File: config.mk
export PLATFORM = sky130hd
export DESIGN_NAME = ser_cmd_decoder_flat
export DESIGN_NICKNAME = d
export VERILOG_FILES = /design/src/rtl/ser_pkg.sv /design/src/rtl/ser_cmd_decoder_if.sv /design/src/rtl/ser_cmd_decoder.sv /design/src/flat_wrapper.sv
export SDC_FILE = /design/constraint.sdc
export NUM_CORES = 1
export LEC_CHECK = 0
export CAP_MARGIN = 20
export CORE_ASPECT_RATIO = 1.75
export CORE_UTILIZATION = 39
export DETAILED_ROUTE_END_ITERATION = 10
export GPL_TIMING_DRIVEN = 0
export PLACE_DENSITY = 0.6
export SETUP_SLACK_MARGIN = 0.2
export SLEW_MARGIN = 30
export SYNTH_ARGS = -nofsm -noshare
export SYNTH_HDL_FRONTEND = slang
export SYNTH_SLANG_ARGS = --single-unit
export TNS_END_PERCENT = 5
File: constraint.sdc
create_clock -name clk -period 2.9 [get_ports clk]
set_clock_uncertainty 0.15 [all_clocks]
set_input_delay 0.87 -clock clk [delete_from_list [all_inputs] [get_ports clk]]
set_output_delay 0.87 -clock clk [all_outputs]
set_load 0.02 [all_outputs]
File: src/rtl/ser_pkg.sv
// ser_pkg: shared constants, state encoding and payload sizing for the command decoder
package ser_pkg;
  localparam logic [3:0] SYNC_NIBBLE = 4'hA;
  localparam logic [3:0] OP_NOP      = 4'd0;
  localparam logic [3:0] OP_SET_ADDR = 4'd1;
  localparam logic [3:0] OP_WRITE    = 4'd2;
  localparam logic [3:0] OP_WRITE_AT = 4'd3;
  localparam logic [2:0] ERR_SYNC    = 3'd1;
  localparam logic [2:0] ERR_OPCODE  = 3'd2;
  localparam logic [2:0] ERR_CSUM    = 3'd3;
  localparam logic [2:0] ERR_TIMEOUT = 3'd4;
  localparam logic [2:0] ERR_OVERRUN = 3'd5;
  typedef enum logic [1:0] {S_IDLE, S_PAYLOAD, S_CHECK} state_t;
  function automatic logic [2:0] payload_len(input logic [3:0] op);
    return op == OP_NOP      ? 3'd0 :
           op == OP_SET_ADDR ? 3'd2 :
           op == OP_WRITE    ? 3'd4 :
           op == OP_WRITE_AT ? 3'd6 : 3'd0;
  endfunction
endpackage

File: src/rtl/ser_cmd_decoder_if.sv
// ser_cmd_decoder_if: received-byte input, command handshake and error strobe bundle
interface ser_cmd_decoder_if;
  logic        rx_full;
  logic [7:0]  rx_data;
  logic        cmd_valid;
  logic        cmd_ready;
  logic [3:0]  cmd_op;
  logic [15:0] cmd_addr;
  logic [31:0] cmd_data;
  logic        err;
  logic [2:0]  err_code;
  modport master (
    input  rx_full, rx_data, cmd_ready,
    output cmd_valid, cmd_op, cmd_addr, cmd_data, err, err_code
  );
  modport slave (
    output rx_full, rx_data, cmd_ready,
    input  cmd_valid, cmd_op, cmd_addr, cmd_data, err, err_code
  );
endinterface

File: src/rtl/ser_cmd_decoder.sv
// ser_cmd_decoder: frames received bytes into checked GPU commands with a one-entry output register
module ser_cmd_decoder
  import ser_pkg::*;
#(
  parameter int TIMEOUT_CLOCKS = 500000
) (
  input logic           clk,
  input logic           reset,
  ser_cmd_decoder_if.master bus
);
  localparam int TW = $clog2(TIMEOUT_CLOCKS + 1);
  state_t      state_q, state_d;
  logic [3:0]  op_q;
  logic [47:0] shift_q;
  logic [2:0]  cnt_q;
  logic [7:0]  xor_q;
  logic [TW-1:0] to_q;
  logic        valid_q;
  logic [3:0]  op_o;
  logic [15:0] addr_o;
  logic [31:0] data_o;
  logic        err_q;
  logic [2:0]  code_q;
  logic        fire, complete, load, timeout;
  logic [2:0]  code;
  logic [15:0] addr_n;
  logic [31:0] data_n;
  assign timeout = state_q != S_IDLE && !bus.rx_full && to_q == TW'(TIMEOUT_CLOCKS - 1);
  assign load    = complete && (!valid_q || bus.cmd_ready);
  assign addr_n  = op_q == OP_SET_ADDR ? shift_q[15:0] : op_q == OP_WRITE_AT ? shift_q[47:32] : '0;
  assign data_n  = op_q == OP_WRITE || op_q == OP_WRITE_AT ? shift_q[31:0] : '0;
  assign bus.cmd_valid = valid_q;
  assign bus.cmd_op    = op_o;
  assign bus.cmd_addr  = addr_o;
  assign bus.cmd_data  = data_o;
  assign bus.err       = err_q;
  assign bus.err_code  = code_q;
  // next state, error cause and command completion for the current byte or timeout
  always_comb begin
    state_d  = state_q;
    fire     = 1'b0;
    code     = ERR_SYNC;
    complete = 1'b0;
    case (state_q)
      S_IDLE: if (bus.rx_full) begin
        if (bus.rx_data[7:4] != SYNC_NIBBLE) fire = 1'b1;
        else if (bus.rx_data[3:0] > OP_WRITE_AT) begin
          fire = 1'b1;
          code = ERR_OPCODE;
        end
        else state_d = payload_len(bus.rx_data[3:0]) == 3'd0 ? S_CHECK : S_PAYLOAD;
      end
      S_PAYLOAD: if (bus.rx_full && cnt_q == 3'd1) state_d = S_CHECK;
      S_CHECK: if (bus.rx_full) begin
        state_d  = S_IDLE;
        complete = bus.rx_data == xor_q;
        fire     = bus.rx_data != xor_q;
        code     = ERR_CSUM;
      end
      default: state_d = S_IDLE;
    endcase
    if (timeout) begin
      state_d = S_IDLE;
      fire    = 1'b1;
      code    = ERR_TIMEOUT;
    end
    if (complete && !load) begin
      fire = 1'b1;
      code = ERR_OVERRUN;
    end
  end
  // state register
  always_ff @(posedge clk) begin
    if (reset) state_q <= S_IDLE;
    else state_q <= state_d;
  end
  // packet assembly: header capture, payload shift, running XOR and inter-byte timer
  always_ff @(posedge clk) begin
    if (reset) begin
      op_q    <= '0;
      shift_q <= '0;
      cnt_q   <= '0;
      xor_q   <= '0;
      to_q    <= '0;
    end else begin
      to_q <= bus.rx_full || state_q == S_IDLE ? '0 : to_q + TW'(1);
      if (bus.rx_full && state_q == S_IDLE) begin
        op_q    <= bus.rx_data[3:0];
        xor_q   <= bus.rx_data;
        cnt_q   <= payload_len(bus.rx_data[3:0]);
        shift_q <= '0;
      end
      if (bus.rx_full && state_q == S_PAYLOAD) begin
        shift_q <= {shift_q[39:0], bus.rx_data};
        xor_q   <= xor_q ^ bus.rx_data;
        cnt_q   <= cnt_q - 3'd1;
      end
    end
  end
  // output command register and error strobe
  always_ff @(posedge clk) begin
    if (reset) begin
      valid_q <= 1'b0;
      op_o    <= '0;
      addr_o  <= '0;
      data_o  <= '0;
      err_q   <= 1'b0;
      code_q  <= '0;
    end else begin
      valid_q <= load || (valid_q && !bus.cmd_ready);
      if (load) begin
        op_o   <= op_q;
        addr_o <= addr_n;
        data_o <= data_n;
      end
      err_q <= fire;
      if (fire) code_q <= code;
    end
  end
endmodule

File: src/flat_wrapper.sv
// flat-port wrapper written by rule: the top's interface ports become plain ports
module ser_cmd_decoder_flat import ser_pkg::*;
#(
  parameter int TIMEOUT_CLOCKS = 500000
)
  (clk, reset, bus_rx_full, bus_rx_data, bus_cmd_ready, bus_cmd_valid, bus_cmd_op, bus_cmd_addr, bus_cmd_data, bus_err, bus_err_code);
  ser_cmd_decoder_if bus_i ();
  input logic clk;
  input logic reset;
  input wire logic [$bits(bus_i.rx_full)-1:0] bus_rx_full;
  input wire logic [$bits(bus_i.rx_data)-1:0] bus_rx_data;
  input wire logic [$bits(bus_i.cmd_ready)-1:0] bus_cmd_ready;
  output wire logic [$bits(bus_i.cmd_valid)-1:0] bus_cmd_valid;
  output wire logic [$bits(bus_i.cmd_op)-1:0] bus_cmd_op;
  output wire logic [$bits(bus_i.cmd_addr)-1:0] bus_cmd_addr;
  output wire logic [$bits(bus_i.cmd_data)-1:0] bus_cmd_data;
  output wire logic [$bits(bus_i.err)-1:0] bus_err;
  output wire logic [$bits(bus_i.err_code)-1:0] bus_err_code;
  assign bus_i.rx_full = bus_rx_full;
  assign bus_i.rx_data = bus_rx_data;
  assign bus_i.cmd_ready = bus_cmd_ready;
  assign bus_cmd_valid = bus_i.cmd_valid;
  assign bus_cmd_op = bus_i.cmd_op;
  assign bus_cmd_addr = bus_i.cmd_addr;
  assign bus_cmd_data = bus_i.cmd_data;
  assign bus_err = bus_i.err;
  assign bus_err_code = bus_i.err_code;
  ser_cmd_decoder #(.TIMEOUT_CLOCKS(TIMEOUT_CLOCKS)) u_core (.clk(clk), .reset(reset), .bus(bus_i));
endmodule
* Word-level counts from Yosys, hierarchy flattened *
Index checks and enable logic that the tools add are counted.

cells by class
  add/sub/neg operators = 2
  order comparisons = 1
  equality and inequality tests = 18
  mux-type cells = 36
  bitwise gates (word level) = 1
  reductions and logical operators = 24

operators with widths
  operator                                            count
  two-way mux 48 bit                                  2
  two-way mux 16 bit                                  2
  two-way mux 32 bit                                  1
  two-way mux 3 bit                                   10
  adder 19 x 1 -> 19 bit, second input constant       1
  == test 19 bit, second input constant               1
  == test 4 x 2 -> 1 bit, second input constant       4
  two-way mux 2 bit                                   8
  two-way mux 8 bit                                   2
  == test 4 x 1 -> 1 bit, second input constant       2
  == test 8 bit                                       1
  logical AND 1 bit                                   8
  two-way mux 1 bit                                   8
  != test 2 bit, second input constant                4
  != test 8 bit                                       1
  bitwise XOR 8 bit                                   1
  case mux 2 bit (3 select lines)                     1
  case mux 3 bit (2 select lines)                     1
  AND reduction 5 bit                                 1
  > comparator 4 x 2 -> 1 bit, second input constant  1
  logical NOT 1 bit                                   4
  logical NOT 4 bit                                   1
  logical OR 1 bit                                    4
  != test 4 bit, second input constant                1
  other kinds (10)                                    12

storage, ports and cells
  register bits = 141
  input port bits = 12

* Logic depth before layout (Yosys ltp) *
  depth after elaboration = 11
  depth in mapped cells = 7
  gate-level depth less buffers = 7

* Least setup slack after synthesis *
Ideal clock, no wire load.

  path type = input -> register
  start point = input port bus_rx_data[3]
  end point = register u_core.op_o[0], in the netlist u_core.bus.cmd_op[0]
  library setup time = 0.128 ns
  arrival time = 2.554 ns
  data required time = 2.622 ns
  setup slack = 0.069 ns
  stages = 7
  buffers on the path = 2
  cell sequence = buf_2 -> xor2_1 -> or4_4 -> nor4_4 -> buf_4 -> mux2i_1 -> nor2_1

between the ends
  cells in the longest elaborated chain, start to end = 4

ends and longest elaborated chain
  what                  line                    source
  from (decl)           flat_wrapper.sv:11      input wire logic [$bits(bus_i.rx_data)-1:0] bus_rx_data;
  == test 8 bit         ser_cmd_decoder.sv:56   complete = bus.rx_data == xor_q;
  two-way mux 1 bit     ser_cmd_decoder.sv:54   S_CHECK: if (bus.rx_full) begin
  two-way mux 1 bit     ser_cmd_decoder.sv:44   case (state_q)
  logical AND 1 bit     ser_cmd_decoder.sv:29   assign load = complete && (!valid_q || bus.cmd_ready);
  to (signal assigned)  ser_cmd_decoder.sv:112  op_o <= op_q;
  to (decl)             ser_cmd_decoder.sv:19   logic [3:0] op_o;

No other way between the ends.
A chain may end at the register's enable or synchronous reset.

==> flow_summary.toml <==
[finish]
antennaDiodeCount = 0
utilization_pct = 51.3
mostFrequentLayoutCells = "dfxtp_1, nand3_1, nand2_1"
nets = 796
mostFrequentLayoutCell = "dfxtp_1"
drive_gt1_share_pct = 7.18
syn_to_final_growth_pct = 27.8

[clocking]
cts_max_level = 4
numCtsBuffers = 17
clk_pin_slew_ns = 0.06
cts.sinks = 141
ctsLongestPathBuffers = 2
cts_tree = "done"
clk_latency_ns = 0.42
cts-root-buf = "clkbuf_16"

[route]
wl_met3_um = 568
wirelength_met1_um = 6370
final_antenna_net_count = 0
post_drt_wl_per_cell_um = 16.9
dr_wl_met2_um = 8800
top_layer = "met4"
drt_iter0_markers = 290
post_drt_via_cell_ratio = 5.47
wirelength_um = 16400
firstDrtPassIters = 5
num_vias = 5323
remaining_drc_errors = 0

[global_route]
grt_start_max_net_pins = 17
grt_first_pass_wirelength_um = 26500
grt_antenna_before_repair = 0
grt_pass1_vias = 5244
grt.overflow.total = 0
grt_usage_pct = 22.6

[timing]
finalWorstSetupSlack_ns = 0.223
drv_slew = 0
fin_crit_ns = 2.68
setup_violations = 0
finalHoldViolations = 0
tns_ns = 0
rsz0062_at_grt = "true"
hold_ws_ns = 0.303
fin_crit_sh_pct = 92.3
worstMarginPinSlew_ns = 0.756
max_freq_mhz = 374
relSlewSlack_pct = 49.5

[synthesis]
ys.flop_type = "dfxtp_1"
synth_fp_nets = 710
ys_ff_latch = 141
yosysUniqueCellTypes = 39
synth-edff-count = 0
postSynthAreaPerCell_um2 = 8.34
seq_area_frac_synth_pct = 48.7
syn_area_um2 = 5790
synthCells = 695
synth_warnings = 0
async_flop_share_pct = 0

[setup_path]
slowest_delay_ns = 0.73
critical_path.endpoint_type = "flip-flop"
critPathLaunchType = "input pin"
crit_type = "in2reg"
cp_max_fo = 10
cpMaxStageDelayCell = "nor4b_2"
r2r_slack_ns = 0.62
arrival_ns = 2.87
path_cells = "clkdlybuf4s50_1 > nor4b_2 > clkbuf_1 > nand3_1 > o21ai_0"
critPathRequiredTime_ns = 3.09

[worst_hold_path]
worstHoldPathType = "reg2reg"

[power]
total_power_uw = 4650
pwr-share-seq_pct = 42.2
intPower_uw = 3640
p_leak_uw = 0.00240
swShare_pct = 21.8
irDropWorstVdd_uv = 403
switchingPower_uw = 1010
clkPwrFrac_pct = 53.9
combPwrFrac_pct = 3.8
powerDensity_nw_per_um2 = 629

[floorplanning]
start_util_pct = 40.1
fp.coreArea_um2 = 14400
dieArea_um2 = 15400
io_pins = 69
die_h_um = 163
dieWidth_um = 94.1
num_rows = 58

[outcome]
status = "finished, final reports clean"

[place]
dp_hpwl_um = 12200
globalplace.congestion = 0.895
numPortBuffers = 65
pre_cts_ws_ns = -0.787

[job]
cap_violations = 0
## layer usage
| metal | GRT usage [%] | vias to the layer above |
|---|---|---|
| li1 | - | 2597 |
| met1 | 23.9 | 2544 |
| met2 | 41.5 | 144 |
| met3 | 3.77 | 38 |
| met4 | 12.2 | 0 |
| met5 | 0 | - |
## worst paths after layout
path | start | end | depth (start not counted)
worst max-delay path | reset | u_core.bus.cmd_data[30] | 5
worst min-delay path | u_core.to_q[0] | u_core.to_q[0] | 1
worst max register to register | u_core.state_q[0] | u_core.bus.cmd_data[0] | 8
worst min register to register | u_core.to_q[0] | u_core.to_q[0] | 1
## worst max-delay path, delay by kind of cell
kind            cells  cell delay, ns
compound gates      1            0.09
simple gates        2            0.86
buf+inv             2            1.04
## synth_stat cells, types with 4 or more instances
cell	count	area share, %
dfxtp_1	141	49
a22oi_1	16	2.1
a21oi_1	69	6.0
nor2b_1	9	0.97
o21ai_0	50	4.3
nand3_1	87	7.5
nor4b_1	4	0.60
mux2i_1	13	2.2
buf_1	4	0.26
nand2_1	74	4.8
buf_2	6	0.52
clkbuf_1	45	2.9
nand2b_1	39	4.2
nor2_1	50	3.2
xnor2_1	11	1.7
or3_1	5	0.54
nand4_1	5	0.54
xor2_1	12	1.8
a211oi_1	17	2.2
nor3_1	8	0.69
inv_1	5	0.32
## per-stage QoR
step | cells | instance area [um2]
floorplan | 695 | 5790
global placement | 940 | 6670
detailed placement | 940 | 6680
CTS | 974 | 7380
global route | 974 | 7400
finish | 974 | 7400
## cells by family after synthesis
family | after synthesis | share of synthesized area (%)
buf+inv | 61 | 4.15
simple gates | 294 | 25.2
mux | 13 | 2.25
fa+ha+maj | 3 | 0.648
flops | 141 | 48.7
xor+xnor | 23 | 3.48
compound gates | 160 | 15.6
## what timing repair did
item / CTS / global route
setup buffers: 2 / 0
pin swaps: 1 / 1
cloned: 0 / 0
hold buffers: 0 / 0
setup endpoints to repair: 100 / 89
resized for setup: 11 / 7
## registers in the layout, indices dropped and copies added (netlist names), 2 cells and up
register	cells
u_core.xor_q	8
u_core.bus.cmd_addr	16
u_core.op_q	4
u_core.bus.err_code	3
u_core.bus.cmd_op	4
u_core.state_q	2
u_core.shift_q	48
u_core.to_q	19
u_core.cnt_q	3
u_core.bus.cmd_data	32
## power by group through the flow
stage | Combinational, uW | Clock (uW) | Sequential (uW)
2_1_floorplan | 110 | 0 | 2010
3_3_place_gp | 173 | 0 | 2010
3_5_place_dp | 177 | 0 | 2010
4_1_cts | 177 | 2530 | 1970
5_1_grt | 197 | 2610 | 1970
6_report | 179 | 2510 | 1970
## cell type report
class	instances	area [um2]
sequential	141	2820
clock inverter	15	258
inverter	5	18.8
clock buffer	17	425
tap	180	225
fill	1398	7040
timing repair buffer	67	668
buffer	56	236
multi-input combinational	493	2750
Note: power is estimated with default switching activity, not from simulation.
